[src/rtl/guess_capture_if.sv]
// guess_capture_if: guess handshake between the capture front end and the game FSM
//   enable       consumer is accepting guesses
//   guess_ready  consumer takes guess_bits this cycle
//   guess_valid  guess_bits holds a captured guess
//   guess_bits   switch pattern captured at press
//   armed        front end is ready; next press is captured
//   sw_clear     synchronised switches are all 0
interface guess_capture_if #(parameter int WIDTH = 5);
  logic             enable;
  logic             guess_ready;
  logic             guess_valid;
  logic [WIDTH-1:0] guess_bits;
  logic             armed;
  logic             sw_clear;
  modport master (output enable, guess_ready, input guess_valid, guess_bits, armed, sw_clear);
  modport slave  (input enable, guess_ready, output guess_valid, guess_bits, armed, sw_clear);
endinterface

[src/rtl/guess_capture.sv]
// guess_capture: synchronises and debounces the guess key, emits one held guess per clean press
//   CLOCK_50  system clock
//   resetN    asynchronous active-low reset
//   key_n     raw guess key, active-low, asynchronous
//   sw        raw guess switches, asynchronous
//   gif       guess handshake (slave side)
module guess_capture #(
  parameter int WIDTH           = 5,
  parameter int DEBOUNCE_CYCLES = 500000,
  parameter int CNT_W           = 20
) (
  input  logic             CLOCK_50,
  input  logic             resetN,
  input  logic             key_n,
  input  logic [WIDTH-1:0] sw,
  guess_capture_if.slave   gif
);
  typedef enum logic [1:0] {ARM, READY, HOLD, WAIT_REL} state_t;
  localparam logic [CNT_W-1:0] CNT_LAST = CNT_W'(DEBOUNCE_CYCLES - 1);
  state_t           state_q, state_d;
  logic             key_s1_q, key_s1_d, key_s2_q, key_s2_d;
  logic [WIDTH-1:0] sw_s1_q, sw_s1_d, sw_s2_q, sw_s2_d;
  logic             deb_q, deb_d, deb_prev_q, deb_prev_d;
  logic [CNT_W-1:0] cnt_q, cnt_d;
  logic [1:0]       start_q, start_d;
  logic             valid_q, valid_d, armed_q, armed_d;
  logic [WIDTH-1:0] bits_q, bits_d;
  logic             flip, press, sw_clear;
  assign sw_clear        = sw_s2_q == '0;
  assign gif.sw_clear    = sw_clear;
  assign gif.guess_valid = valid_q;
  assign gif.guess_bits  = bits_q;
  assign gif.armed       = armed_q;
  always_comb begin
    key_s1_d   = key_n;
    key_s2_d   = key_s1_q;
    sw_s1_d    = sw;
    sw_s2_d    = sw_s1_q;
    start_d    = {start_q[0], 1'b1};
    flip       = (key_s2_q != deb_q) && (cnt_q == CNT_LAST);
    cnt_d      = (key_s2_q == deb_q || flip) ? '0 : cnt_q + 1'b1;
    deb_d      = flip ? key_s2_q : deb_q;
    deb_prev_d = deb_q;
    press      = deb_prev_q & ~deb_q;
    state_d    = state_q;
    bits_d     = bits_q;
    case (state_q)
      // Arming waits until the sync chain holds real samples and the raw key reads released,
      // so a key held down through reset is never mistaken for a fresh press.
      ARM:      if (start_q[1] && key_s2_q && deb_q && sw_clear && gif.enable) state_d = READY;
      READY:    if (!gif.enable) state_d = ARM;
                else if (press) begin
                  state_d = HOLD;
                  bits_d  = sw_s2_q;
                end
      HOLD:     if (gif.guess_ready || !gif.enable) state_d = WAIT_REL;
      WAIT_REL: if (deb_q) state_d = ARM;
      default:  state_d = ARM;
    endcase
    valid_d = state_d == HOLD;
    armed_d = state_d == READY;
  end
  always_ff @(posedge CLOCK_50 or negedge resetN) begin
    if (!resetN) begin
      key_s1_q   <= 1'b1;
      key_s2_q   <= 1'b1;
      sw_s1_q    <= '0;
      sw_s2_q    <= '0;
      deb_q      <= 1'b1;
      deb_prev_q <= 1'b1;
      cnt_q      <= '0;
      start_q    <= '0;
      state_q    <= ARM;
      valid_q    <= 1'b0;
      armed_q    <= 1'b0;
      bits_q     <= '0;
    end else begin
      key_s1_q   <= key_s1_d;
      key_s2_q   <= key_s2_d;
      sw_s1_q    <= sw_s1_d;
      sw_s2_q    <= sw_s2_d;
      deb_q      <= deb_d;
      deb_prev_q <= deb_prev_d;
      cnt_q      <= cnt_d;
      start_q    <= start_d;
      state_q    <= state_d;
      valid_q    <= valid_d;
      armed_q    <= armed_d;
      bits_q     <= bits_d;
    end
  end
endmodule

[src/flat_wrapper.sv]
// flat-port wrapper written by rule: the top's interface ports become plain ports
module guess_capture_flat 
#(
  parameter int WIDTH           = 5,
  parameter int DEBOUNCE_CYCLES = 500000,
  parameter int CNT_W           = 20
)
  (CLOCK_50, resetN, key_n, sw, gif_enable, gif_guess_ready, gif_guess_valid, gif_guess_bits, gif_armed, gif_sw_clear);
  guess_capture_if #(.WIDTH(WIDTH)) gif_i ();
  input  logic CLOCK_50;
  input  logic resetN;
  input  logic key_n;
  input  logic [WIDTH-1:0] sw;
  input wire logic [$bits(gif_i.enable)-1:0] gif_enable;
  input wire logic [$bits(gif_i.guess_ready)-1:0] gif_guess_ready;
  output wire logic [$bits(gif_i.guess_valid)-1:0] gif_guess_valid;
  output wire logic [$bits(gif_i.guess_bits)-1:0] gif_guess_bits;
  output wire logic [$bits(gif_i.armed)-1:0] gif_armed;
  output wire logic [$bits(gif_i.sw_clear)-1:0] gif_sw_clear;
  assign gif_i.enable = gif_enable;
  assign gif_i.guess_ready = gif_guess_ready;
  assign gif_guess_valid = gif_i.guess_valid;
  assign gif_guess_bits = gif_i.guess_bits;
  assign gif_armed = gif_i.armed;
  assign gif_sw_clear = gif_i.sw_clear;
  guess_capture #(.WIDTH(WIDTH), .DEBOUNCE_CYCLES(DEBOUNCE_CYCLES), .CNT_W(CNT_W)) u_core (.CLOCK_50(CLOCK_50), .resetN(resetN), .key_n(key_n), .sw(sw), .gif(gif_i));
endmodule
[config.mk]
export PLATFORM = sky130hd
export DESIGN_NAME = guess_capture_flat
export DESIGN_NICKNAME = d
export VERILOG_FILES = /design/src/rtl/guess_capture_if.sv /design/src/rtl/guess_capture.sv /design/src/flat_wrapper.sv
export SDC_FILE = /design/constraint.sdc
export NUM_CORES = 1
export LEC_CHECK = 0
export ABC_AREA = 1
export CORE_MARGIN = 2
export CORE_UTILIZATION = 55
export DETAILED_ROUTE_END_ITERATION = 7
export GPL_ROUTABILITY_DRIVEN = 0
export PLACE_DENSITY = 0.77
export SLEW_MARGIN = 30
export SYNTH_ARGS = -nofsm -noshare
export SYNTH_HDL_FRONTEND = slang
export SYNTH_SLANG_ARGS = --single-unit
[constraint.sdc]
create_clock -name CLOCK_50 -period 2.65 [get_ports CLOCK_50]
set_input_delay 0.53 -clock CLOCK_50 [delete_from_list [all_inputs] [get_ports CLOCK_50]]
set_output_delay 0.53 -clock CLOCK_50 [all_outputs]
set_load 0.02 [all_outputs]
---- Yosys cells after proc, flatten, opt, wreduce, memory -nomap -nowiden ----
Cells that the tools add are included.
word-level totals
  flip-flop bits (word level) ............. 45
  input bits .............................. 10
  logic and storage cells ................. 41
  output and inout port bits .............. 8
operators by class
  multiplexer cells ....................... 7
  bitwise operators ....................... 2
  add/sub/neg operators ................... 1
  reductions and logical operators ........ 11
  equal/unequal tests ..................... 8
operators with widths
  kind                   number
  $add 20x1->20 const B  1
  $eq 20x19->1 const B   1
  $mux 20                1
  $mux 2                 5
  $pmux 2 s4             1
  $eq 2x2->1 const B     3
  $logic_and 1x1->1      5
  $logic_not 5->1        1
  $eq 2x1->1 const B     2
  $reduce_and 3->1       1
  $logic_not 2->1        1
  $logic_or 1x1->1       2
  $and 1x1->1            1
  $eq 1x1->1             1
  $logic_not 1->1        1
  $ne 1x1->1             1
  $not 1->1              1

---- Depth between registers and ports, before layout ----
Gate-level depths: netlist of the first run.
  depth in word-level cells ............... 7
  depth in mapped cells ................... 9
  mapped depth without buffers ............ 9

---- Least setup slack after synthesis of the first run ----
OpenSTA, ideal clock, no wires.
  path kind ............................... reg-to-reg
  start ................................... reg u_core.cnt_q[0]
  end ..................................... reg u_core.cnt_q[15]
  stages on the path, launching flop included .. 8
  setup time .............................. 115 ps
  period minus slack after synthesis ...... 1350 ps
  path slack .............................. 1300 ps
  required time ........................... 2535 ps
  arrival time ............................ 1235 ps
  path buffers ............................ 1
  cell sequence ........................... dfrtp_1 -> ha_1 -> nand2_1 -> nor2_2 -> nand3_2 -> nand2_4 -> buf_12 -> nor2_2
between the ends
  cells in the longest elaborated chain, start to end .. 4
RTL lines
  item                                                                   RTL line             RTL
  start, declared                                                        guess_capture.sv:24  logic [CNT_W-1:0] cnt_q, cnt_d;
  start signal, assigned                                                 guess_capture.sv:84  cnt_q <= cnt_d;
  parallel branches: the longest is 3 deep, another holds $add 20x1->20  --
  $mux 20 (*)                                                            guess_capture.sv:41  cnt_d = (key_s2_q == deb_q || flip) ? '0 : cnt_q + 1'b1;
  named net u_core.cnt_d[15]                                             guess_capture.sv:24
Mark *: on every way through the listed nets, which the timed path passes.
A chain may end at the register's enable or synchronous reset.

---- Worst setup path after layout of the first run ----
  start ................................... reg u_core.sw_s2_q[4]
  end ..................................... out gif_sw_clear
between the ends
  cells in the longest elaborated chain, start to end .. 1
RTL lines
  item                    RTL line             RTL
  start, declared         guess_capture.sv:22  logic [WIDTH-1:0] sw_s1_q, sw_s1_d, sw_s2_q, sw_s2_d;
  start signal, assigned  guess_capture.sv:81  sw_s2_q <= sw_s2_d;
  $logic_not 5->1         guess_capture.sv:29  assign sw_clear = sw_s2_q == '0;
  end, declared           flat_wrapper.sv:19   output wire logic [$bits(gif_i.sw_clear)-1:0] gif_sw_clear;
No other way between the ends.

==> impl_metrics.ini, run 1 <==
[status]
status = finished clean

[sta]
max_freq_ghz = 0.448
setup_violations = 0
hold_ws_ps = 209
hold_viol = 0
layout_min_cycle_time_ps = 2230
finalMaxSlewViolations = 0
fin_tns_setup_ps = 0
rsz0062_at_grt = false
clock_skew_ps = 8.02
setup_ws_ps = 420
worstMarginPinSlew_ps = 554
fin_crit_sh_pct = 84.2
worst_slew_margin_rel_pct = 63.1

[grt]
grt-ovfl-total = 0
grt_pass1_wl_mm = 6.23
grt_use_met1_pct = 28.4
use_met2_pct = 29.9
grt_start_max_net_pins = 26
grt_antenna_before_repair = 0
grtUsageMet3_pct = 5.21
grt_pass1_vias = 1390
grt.busiest_layer = met2
grt_usage_pct = 19.7

[setup_path]
crit_arrival_ps = 1700
required_ps = 2120
crit_type = register to output pin
setup.worst_path.start_class = register
cp-end-kind = output pin
crit_path_max_fanout = 3

[final_layout]
diodes = 0
nets = 265
syn2layout_area_growth_pct = 16.7
drive_gt1_share_pct = 15.7
final_cell_area_um2 = 2350

[cts]
postCtsSetupBuffers = 0
cts-resized-gates = 0
clockBufferDepth = 2
h-tree-depth = 2
clk_pin_slew_ps = 90
numCtsBuffers = 5
root_buffer = clkbuf_8
insertion_delay_ps = 300
cts_sinks = 45
cts_hold_buffers = 0
cts_tree = yes

[run]
cap_violations = 0

[floorplanning]
core_area_um2 = 3610
dieHeight_um = 64.6
die_width_um = 64.6
start_util_pct = 56.0
rows = 22
die-area_um2 = 4170
pin_count = 18

[place]
dpl_cell_area_um2 = 2240
dp_hpwl_mm = 2.56
portBuffers = 17
pre_cts_slack_ps = 738

[power]
p_per_area_nw_per_um2 = 546
ir_drop_mv = 0.497
finalPower_uw = 1280
p_leak_uw = 0.00103

[route]
drt_wl_total_mm = 3.49
viasPerCell = 4.70
routedWlPerCell_um = 11.5
drt_iter0_markers = 117
ant_nets = 0
num_vias = 1423
route.detailed.drc = 0
dr.pass1.iters = 4

[synth]
yosysMostFrequentCell = nand2_1
synth-seq-cells = 45
seq_area_frac_synth_pct = 56.0
synth.area.top_cells = dfrtp_1, nand2_1, nor2_1
synth_area_um2 = 2020
ys_warn_count = 0
yosys.area_share.simple_pct = 30.2
yosys_most_used_dff = dfrtp_1
synth_top_area_share_pct = 50.8
syn_nets = 240
synthXorXnorAreaFrac_pct = 5.58
synth_top_family_by_area = simple AND/OR/NAND/NOR gates
async_reset_ff_share_pct = 100
synth_cell_type_count = 24
synth_edf_count = 0
synth_compound_area_share_pct = 1.92
syn_inst = 229
yosys.area.top_type = dfrtp_1
syn_avg_cell_area_um2 = 8.81
synth_commonest_cells = nand2_1, dfrtp_1, nor2_1
synthAdderAreaFrac_pct = 0.620
synthMuxAreaShare_pct = 0

[worst_hold_path]
hold_path.class = input port to asynchronous set/reset pin
## flip-flops by register name (all words and copies together), names as in the netlist
| signal | count |
|---|---|
| u_core.cnt_q | 20 |
| u_core.gif.guess_valid | 1 |
| u_core.start_q | 2 |
| u_core.key_s2_q | 1 |
| u_core.deb_prev_q | 1 |
| u_core.gif.armed | 1 |
| u_core.gif.guess_bits | 5 |
| u_core.key_s1_q | 1 |
| u_core.deb_prev_d | 1 |
| u_core.state_q | 2 |
| u_core.sw_s2_q | 5 |
| u_core.sw_s1_q | 5 |
## per-layer routing
| layer | up-vias | routed length, um |
|---|---|---|
| met5 | - | 0 |
| met2 | 20 | 1590 |
| met4 | 0 | 13 |
| li1 | 747 | - |
| met1 | 654 | 1780 |
| met3 | 2 | 105 |
## where the power goes
part	total, uW	leakage [uW]	internal [uW]	switching, uW
Combinational	47.6	0.000390	19.4	28.2
Clock	527	0.0000591	287	240
Sequential	710	0.000584	702	8.16
## logic make-up after synthesis
group | count (synthesis)
and+or+nand+nor | 138
DFF | 45
buffers and inverters | 25
xor gates and xnor gates | 12
AOI/OAI and AO/OA | 7
adders and majority gates | 1
other | 1
## placed cells by master (no fill, tap or decap)
cell type | synthesis | layout
nand2_1 | 60 | 60
dfrtp_1 | 41 | 41
nor2_1 | 40 | 40
inv_1 | 23 | 23
nor2_2 | 16 | 16
clkdlybuf4s50_1 | 0 | 16
nand3_1 | 11 | 11
xor2_1 | 7 | 7
clkbuf_8 | 0 | 5
xnor2_1 | 4 | 4
dfstp_2 | 4 | 4
a21oi_1 | 3 | 3
o21ai_0 | 3 | 3
nor3_1 | 2 | 2
nand2_2 | 2 | 2
nand3_2 | 2 | 2
nand4_1 | 2 | 2
inv_6 | 0 | 2
buf_4 | 0 | 2
or2_2 | 1 | 1
o21ai_2 | 1 | 1
and2_1 | 1 | 1
xor2_2 | 1 | 1
inv_2 | 1 | 1
nand2_4 | 1 | 1
ha_1 | 1 | 1
bufinv_16 | 0 | 1
buf_2 | 0 | 1
conb_1 | 1 | 1
## through the flow
step | std cells | utilization, %
2_1_floorplan | 229 | -
3_3_place_gp | 295 | 62.1
3_5_place_dp | 295 | 62.1
4_1_cts | 303 | 65.3
5_1_grt | 303 | 65.3
6_report | 303 | 65.3
## path summary, 6_finish.rpt
path,cells after the start,startpoint,to,slack [ps]
setup / recovery,4,u_core.sw_s2_q[4],gif_sw_clear,420
setup reg to reg,7,u_core.cnt_q[0],u_core.cnt_q[10],1110
min in group CLOCK_50,0,u_core.sw_s1_q[0],u_core.sw_s2_q[0],350
hold / removal,1,resetN,u_core.state_q[1],210
hold reg to reg,0,u_core.sw_s1_q[0],u_core.sw_s2_q[0],350
max in group asynchronous,2,resetN,u_core.key_s2_q,1810
## critical path, cell delays in order (launching register included)
cell,delay [ps]
dfrtp_1,400
nor3_1,200
nand2_1,130
inv_1,70
clkdlybuf4s50_1,600
## area by class of cell
| cell class | instances | area [um^2] |
|---|---|---|
| fillers | 297 | 1250 |
| flip-flops and latches | 45 | 1130 |
| multi-input cells | 159 | 777 |
| repair buffers | 19 | 180 |
| inverters | 24 | 90.1 |
| clock buffers | 5 | 68.8 |
| well taps | 48 | 60.1 |
| clock inverters | 3 | 47.5 |
No activity file was read; power rests on OpenSTA's default activity.
==> run 2, diff against run 1 <==
- clock period: 2.65 -> 2.2 ns (I/O delays scaled with it)
==> impl_metrics.ini, run 2 (synthesized netlist as in run 1, its figures left out) <==
[sta]
fin_tns_setup_ps = 0
fin_crit_sh_pct = 96.4
finalMaxSlewViolations = 0
max_freq_ghz = 0.472
worstMarginPinSlew_ps = 517
setup_ws_ps = 79.2
setup_violations = 0
rsz0062_at_grt = false
hold_viol = 0
worst_slew_margin_rel_pct = 65.5
clock_skew_ps = 8.78
layout_min_cycle_time_ps = 2120

[route]
ant_nets = 0
drt_iter0_markers = 79
drt_wl_total_mm = 3.49
num_vias = 1448
routedWlPerCell_um = 11.6
route.detailed.drc = 0
viasPerCell = 4.79
dr.pass1.iters = 4

[setup_path]
reg2reg_from = u_core.cnt_q[0]
critPathBufInv = 2
crit_type = register to output pin
r2r_cells = 8
rrSetupSlack_ps = 680
r2r-end = u_core.cnt_q[18]
critPathMaxStageDelay_ps = 590
path_cells = nor3_1 -> nand2_1 -> inv_1 -> clkdlybuf4s50_1
setup.worst_path.start_class = register
crit_path_max_fanout = 3
crit_arrival_ps = 1680
crit_slowest_cell = clkdlybuf4s50_1
cp_top_family = buffers and inverters
cp-end-kind = output pin
required_ps = 1760

[grt]
grt_start_max_net_pins = 26
grt.busiest_layer = met2
grt-ovfl-total = 0
grt_usage_pct = 19.5
grtUsageMet3_pct = 5.21
grt_pass1_wl_mm = 6.16
grt_pass1_vias = 1418
grt_use_met1_pct = 26.6
use_met2_pct = 31.0
grt_antenna_before_repair = 0

[cts]
cts-resized-gates = 0
cts_sinks = 45
postCtsSetupBuffers = 0
clockBufferDepth = 2
insertion_delay_ps = 300
root_buffer = clkbuf_8
h-tree-depth = 2
cts_hold_buffers = 0
cts_tree = yes
numCtsBuffers = 5
clk_pin_slew_ps = 90

[status]
status = finished clean

[final_layout]
regMostFlops = u_core.cnt_q
drive_gt1_share_pct = 15.4
syn2layout_area_growth_pct = 16.9
diodes = 0
final_common_cell = nand2_1
largest_reg_flops = 20
post-route-util_pct = 65.4
final_cell_mix = nand2_1, dfrtp_1, nor2_1
nets = 264

[floorplanning]
start_util_pct = 56.0
die-area_um2 = 4170
die_width_um = 64.6
rows = 22
core_area_um2 = 3610
dieHeight_um = 64.6
pin_count = 18

[place]
dp_hpwl_mm = 2.56
pre_cts_slack_ps = 371
portBuffers = 17

[run]
cap_violations = 0

[power]
p_per_area_nw_per_um2 = 659
p_leak_uw = 0.00103
finalPower_uw = 1550
ir_drop_mv = 0.518

[worst_hold_path]
hold_path.class = input port to asynchronous set/reset pin
-- run 2: changes by cell type in the layout (fill, tap and decap cells not counted), sizes merged --
cell,before,now
buf,3,2
-- run 2: layout make-up --
cell class                      count  area, um^2
Clock buffer                        5        68.8
Clock inverter                      3        47.5
Fill cell                         300        1250
Inverter                           24        90.1
Multi-Input combinational cell    159         777
Sequential cell                    45        1130
Tap cell                           48        60.1
Timing Repair Buffer               18         185
-- run 2: metrics by stage --
stage / cells / hold slack, ps / cell area, um^2
CTS: 302 / 115 / 2360
finish: 302 / 101 / 2360
detailed placement: 294 / 335 / 2240
global placement: 294 / 334 / 2240
floorplan: 229 / 144 / 2020
global route: 302 / 130 / 2360
-- run 2: how the worst max path moves through the flow --
stage | startpoint | to | slack [ps] | cells past startpoint
after detailed placement | gif_enable | u_core.gif.guess_valid | 370 | 7
after global routing | u_core.sw_s2_q[4] | gif_sw_clear | 2 | 4
final | u_core.sw_s2_q[4] | gif_sw_clear | 80 | 4
after floorplan | u_core.cnt_q[0] | u_core.cnt_q[15] | 850 | 7
after global placement | gif_enable | u_core.gif.guess_valid | 440 | 7
after CTS | u_core.sw_s2_q[4] | gif_sw_clear | 70 | 4
-- run 2: routing by layer --
| metal | vias to the layer above | wire length, um |
|---|---|---|
| met5 | - | 0 |
| met4 | 0 | 49 |
| met3 | 6 | 147 |
| met2 | 26 | 1590 |
| met1 | 679 | 1700 |
| li1 | 737 | - |
-- run 2: power breakdown --
part	total (uW)	leakage, uW	switching (uW)	internal [uW]
clock network	640	0.0000591	293	346
logic	59.2	0.000389	34.6	24.6
registers	855	0.000584	10.1	845
==> run 3, diff against run 2 <==
- CTS_CLUSTER_SIZE: unset -> 10
==> results of run 3 <==
No change in the layout: final DEF, timing and power equal those of run 2.
